[config.mk]
export PLATFORM = sky130hd
export DESIGN_NAME = pc_sequencer
export DESIGN_NICKNAME = d
export VERILOG_FILES = /design/src/rtl/pc_sequencer.sv
export SDC_FILE = /design/constraint.sdc
export NUM_CORES = 1
export LEC_CHECK = 0
export ABC_CLOCK_PERIOD_IN_PS = 3230
export CAP_MARGIN = 20
export CORE_MARGIN = 2
export CORE_UTILIZATION = 33
export CTS_BUF_LIST = sky130_fd_sc_hd__clkbuf_16
export CTS_CLUSTER_DIAMETER = 60
export DETAILED_ROUTE_END_ITERATION = 6
export PLACE_DENSITY = 0.73
export SYNTH_ARGS = -nofsm -noshare
export SYNTH_HDL_FRONTEND = slang
export SYNTH_SLANG_ARGS = --single-unit
[constraint.sdc]
create_clock -name clk -period 3.23 [get_ports clk]
set_clock_uncertainty 0.1 [all_clocks]
set_input_delay 0.646 -clock clk [delete_from_list [all_inputs] [get_ports clk]]
set_output_delay 0.646 -clock clk [all_outputs]
set_load 0.02 [all_outputs]
[src/rtl/pc_sequencer.sv]
// Fetch sequencer: owns the PC, handshakes with instruction memory and holds the fetched word for execute.
// Optional retired-instruction counter enabled by defining PC_SEQ_PERF_EN.
module pc_sequencer #(
    parameter logic [31:0] RESET_PC   = 32'h0000_0000,
    parameter int unsigned RESET_HOLD = 1
) (
    input  logic        clk,
    input  logic        rst,
    input  logic        stall,
    input  logic        br_taken,
    input  logic [31:0] br_target,
    input  logic        jmp_valid,
    input  logic [31:0] jmp_target,
    input  logic        trap,
    input  logic [31:0] trap_vec,
    output logic        imem_req,
    output logic [31:0] imem_addr,
    input  logic        imem_ack,
    input  logic [31:0] imem_rdata,
    output logic [31:0] pc,
    output logic [31:0] inst,
    output logic        inst_valid,
    output logic        misalign,
    output logic [31:0] instret
);

    typedef enum logic [1:0] {
        HOLD  = 2'd0,
        FETCH = 2'd1,
        EXEC  = 2'd2
    } state_t;

    localparam logic [3:0] HOLD_LAST = 4'(RESET_HOLD - 1);

    state_t      state;
    state_t      next_state;
    logic [3:0]  hold_cnt;
    logic [31:0] raw_target;
    logic [31:0] next_pc;
    logic        redirect;
    logic        retire;

    always_ff @(posedge clk or posedge rst) begin
        if (rst) begin
            state    <= HOLD;
            hold_cnt <= 4'd0;
            pc       <= RESET_PC;
            inst     <= 32'h0;
        end else begin
            state <= next_state;
            if (state == HOLD) begin
                hold_cnt <= hold_cnt + 4'd1;
            end else begin
                hold_cnt <= 4'd0;
            end
            if (state == FETCH && imem_ack) begin
                inst <= imem_rdata;
            end
            if (retire) begin
                pc <= next_pc;
            end
        end
    end

    // Redirect sources are only meaningful at the EXEC exit; elsewhere they are don't-care.
    always_comb begin
        next_state = state;
        raw_target = pc + 32'd4;
        redirect   = 1'b0;
        if (trap) begin
            raw_target = trap_vec;
            redirect   = 1'b1;
        end else if (jmp_valid) begin
            raw_target = jmp_target;
            redirect   = 1'b1;
        end else if (br_taken) begin
            raw_target = br_target;
            redirect   = 1'b1;
        end
        next_pc = {raw_target[31:2], 2'b00};
        retire  = (state == EXEC) && !stall;

        case (state)
            HOLD:    if (hold_cnt == HOLD_LAST) next_state = FETCH;
            FETCH:   if (imem_ack) next_state = EXEC;
            EXEC:    if (!stall) next_state = FETCH;
            default: next_state = HOLD;
        endcase
    end

    assign imem_req   = (state == FETCH);
    assign imem_addr  = pc;
    assign inst_valid = (state == EXEC);
    assign misalign   = retire && redirect && (raw_target[1:0] != 2'b00);

`ifdef PC_SEQ_PERF_EN
    logic [31:0] instret_q;

    always_ff @(posedge clk or posedge rst) begin
        if (rst) begin
            instret_q <= 32'h0;
        end else if (retire) begin
            instret_q <= instret_q + 32'd1;
        end
    end

    assign instret = instret_q;
`else
    assign instret = 32'h0;
`endif

endmodule

After elaboration in Yosys (flattened, before gate mapping)
Index checks and enable logic that the tools add are counted.

Equal/unequal tests: 5. Add/sub/neg operators: 2. Mux-type cells: 11. Reductions and logical operators: 9.

Operator list (count): 32-bit two-way mux (3); 32-bit by 3-bit adder with 32-bit output, second input constant (1); 2-bit two-way mux (3); 2-bit case mux with 3 select lines (1); 4-bit by 1-bit adder with 4-bit output, second input constant (1); 1-bit logical AND (4); 4-bit logical NOT (1); 4-bit two-way mux (1); 2-bit by 1-bit != test with 1-bit output, second input constant (2); 1-bit two-way mux (3); 3-bit AND reduction (1); 2-bit by 1-bit == test with 1-bit output, second input constant (1); 2-bit == test, second input constant (1); 2-bit logical NOT (1); 2-bit != test, second input constant (1); 2-bit nonzero test (1); 1-bit logical NOT (1).

Input bits: 135. Register bits: 68. Word-level logic and storage cells: 31.

Longest topological paths before layout
Gate-level depths: netlist (run 1).

Word-level depth: 6. Gate-level depth with buffers: 8. Depth with buffers taken out: 6.

Least setup slack after synthesis (run 1)
No wires, ideal clock.

Path kind: input-to-output. Start point: in jmp_valid. End point: out misalign. Data required time: 2484 ps. Cell stages on the path: 5. Arrival time: 1769 ps. Slack: 715 ps. Buffers on the path: 3. Path through: clkbuf_1 > clkbuf_1 > buf_1 > o211ai_1 > o311a_1.

Word-level cells in the longest chain between the ends: 4. Elaborated cells on any way between the ends: 7. Those cells by class: 4 x mux; 3 x reduce/logical.

RTL lines: start: declaration (RTL line 12) `input logic jmp_valid,`; 32-bit two-way mux or 1-bit two-way mux (tied branches) (RTL line 73) `end else if (jmp_valid) begin`; 32-bit two-way mux or 1-bit two-way mux (tied branches) (RTL line 70) `if (trap) begin`; 2-bit nonzero test or 1-bit logical AND (tied branches) (RTL line 94) `assign misalign = retire && redirect && (raw_target[1:0] != 2'b00);`; 1-bit logical AND * (RTL line 94); end: declaration (RTL line 23) `output logic misalign,`.

Mark *: on every way between the ends. The rest lies on a longest branch, timed or not.

Worst setup path in the final report (run 1)
Start point: in br_taken. End point: out misalign.

Word-level cells in the longest chain between the ends: 5. Elaborated cells on any way between the ends: 9. Those cells by class: 6 x mux; 3 x reduce/logical.

RTL lines: start: declaration (RTL line 10) `input logic br_taken,`; 32-bit two-way mux or 1-bit two-way mux (tied branches) (RTL line 76) `end else if (br_taken) begin`; 32-bit two-way mux or 1-bit two-way mux (tied branches) (RTL line 73); 32-bit two-way mux or 1-bit two-way mux (tied branches) (RTL line 70); 2-bit nonzero test or 1-bit logical AND (tied branches) (RTL line 94); 1-bit logical AND * (RTL line 94).

Marks and branches as above.

==> metrics, run 1 <==
Internal 3510 uW; cells after synthesis between 400 and 500; headroom to the max-slew limit 33.4%; first-pass GRT wire length 24200 um; Post-Route WL between 15000 and 20000 um; Residual DRC 0; Max Slew Vio Count 0; Mapped Area 4560 sq um; switch share 40.4%; Syn-to-layout area delta 53.6%; Yosys top cell area share 37.3%; Syn Area/Cell 9.35 sq um; worst min path class flop to flop; row count 42; multi-input logic area 2330 sq um; R2R Setup Slk 0.94 ns; most frequent cells in the layout clkdlybuf4s50_1, dfrtp_1, conb_1; clock sinks a little under 70; Die W 122 um; starting density of the core 34.1%; synth warn 0; worst hold path depth 1; Via density 5.30; main flop type after synthesis dfrtp_1; share of layout cells above drive strength 1 approximately a tenth; Worst Path Max Fanout 2; fin nets 820; Hold Path End hold_cnt[0]$_DFF_PP0_; ANT nets after route 0; Core Region around 13000 sq um; vias in the first global route 4633; Routability Congestion 0.880; CTS resizes 0; NetSw 2390 uW; CTS Buf Count 9; critical path required time 2.48 ns; RSZ-0062 raised after global routing false; CTS tree built; Clk Tree Root Cell clkbuf_16; clk slew on worst S/H paths 0.05 ns; Port Buffers 229; via count 4578; fraction of the yosys area taken by sequential cells 37.3%; Leakage about 0.0028 uW; Post-CTS Setup Repair Bufs 0; synthesis-stage register bit count ~70; FF+latch area 1700 sq um; hold_sp hold_cnt[0]$_DFF_PP0_; WS Path Type primary input to primary output; R2R Path Start state[1]$_DFFE_PP0P_; H-tree depth 3; Pre-Repair DR Iteration Count 5; maximum VDD drop 601 uV; hold_buf cts 0; Worst setup SP type primary input; Async SR Flop Fraction 100%; dpl cells about 850; worst endpoint data arrival time 2.35 ns; pwr/cell area 842 nW/um^2; final critical-path required period ~3.1 ns; Yosys cell types 64; Max Clock Freq 0.323 GHz; register share of total power between 30% and 40%; crit end category primary output; GRT Overall Usage roughly a fifth; GRT overflow 0; Final setup viols 0; area of the die 14800 sq um; Post-synth EDFFs 0; Final Hold Fails 0; clock power share 17.6%; final cycle utilization of the critical path between 90% and 100%; Fin Setup TNS 0 ns; Logic pwr share 52.0%; dpl hpwl 11700 um; Crit Reg-Reg Endpoint imem_addr[27]$_DFFE_PP0P_; io pins approximately 270; largest net degree at the start of global routing 49; worst-skew pair later-pin latency 0.34 ns; status completed; Slew @ Worst Pin approximately 1 ns; Die Y-Extent 122 um; Area contributors post-synth dfrtp_1, buf_4, mux2_2; antenna violations before repair 1; CTS max path bufs 2; Starting DRT DRC Count 378; largest area contributor in the netlist dfrtp_1; WL per Instance roughly 18 um; Non-Filler Instances 864; Worst Reg-to-Reg Cells 6; commonest non-fill, non-tap cell in the layout clkdlybuf4s50_1; Fill cells around 1200; maxcap violations 0
## cell type report
cell class	instances	area share [%]
Timing Repair Buffer	243	34.2
Tap cell	176	3.14
Multi-Input combinational cell	347	33.2
Antenna cell	1	0.0357
Clock inverter	7	1.20
Inverter	13	0.714
Sequential cell	68	24.3
Clock buffer	9	3.21
## power by group through the flow
stage          clock [uW]  combinational [uW]  sequential (uW)
5_1_grt              1090                3280             1860
6_report             1040                3070             1790
3_5_place_dp            0                3080             1790
3_3_place_gp            0                3040             1760
2_1_floorplan           0                1420             2110
4_1_cts              1060                3090             1790
## how the worst max path moves through the flow
stage,from,slack (ns),to
2_1_floorplan,jmp_valid,0.71,misalign
3_3_place_gp,br_taken,0.09,misalign
3_5_place_dp,br_taken,0.1,misalign
4_1_cts,br_taken,0.09,misalign
5_1_grt,br_taken,0.04,misalign
6_report,br_taken,0.14,misalign
## cell usage after synthesis, drive strengths merged (7+ instances only)
library cell / number
and3: 8
nand2b: 11
a31oi: 8
o21ai: 35
nand3: 14
a21oi: 15
o22ai: 7
clkbuf: 14
nand2: 27
nand4: 10
nor3: 15
buf: 81
mux2: 32
dfrtp: 68
o31ai: 7
xor2: 9
inv: 12
a221oi: 12
mux2i: 7
nor2: 22
## sequential cells by signal, summed over array words and instances, names as in the netlist
register	count
inst	32
hold_cnt	4
state	2
imem_addr	30
## per-stage QoR
stage | hold slack (ns) | util [%] | power (uW) | worst slack [ns] | instance area (sq um)
2_1_floorplan | 0.352 | - | 3530 | 0.715 | 4700
3_3_place_gp | 0.367 | 50.0 | 4800 | 0.0889 | 6700
3_5_place_dp | 0.385 | 50.0 | 4870 | 0.0993 | 6700
4_1_cts | 0.394 | 52.3 | 5940 | 0.0946 | 7010
5_1_grt | 0.417 | 52.3 | 6230 | 0.0361 | 7010
6_report | 0.390 | 52.3 | 5900 | 0.136 | 7010
## cell families (layout without fill, tap and decap cells)
logic type / Yosys count / after routing / synth area share [%]
compound gates: 129 / 129 / 19.8
xor+xnor: 12 / 12 / 2.30
fa+ha+maj: 3 / 3 / 0.822
buf+inv: 108 / 272 / 14.7
flops: 68 / 68 / 37.3
mux: 39 / 39 / 9.43
other cells: 1 / 37 / 0.0822
simple gates: 128 / 128 / 15.6
## routing by layer
layer,wire length [um],GRT usage (%)
met5,0,0
met4,373,8.76
met3,1620,6.60
met2,7910,37.1
met1,5800,24.2
## worst max-delay path, cell delays in order
cell,delay [ns]
clkdlybuf4s50_1,0.62
o21ai_0,0.14
o211ai_1,0.17
o311a_1,0.18
clkdlybuf4s50_1,0.59
Note: power is estimated with default switching activity, not from simulation.
==> run 2, diff against run 1 <==
Settings changed: CAP_MARGIN 20 to 10.
==> results of run 2 <==
The final DEF is identical to that of run 1; final timing and power are the same.
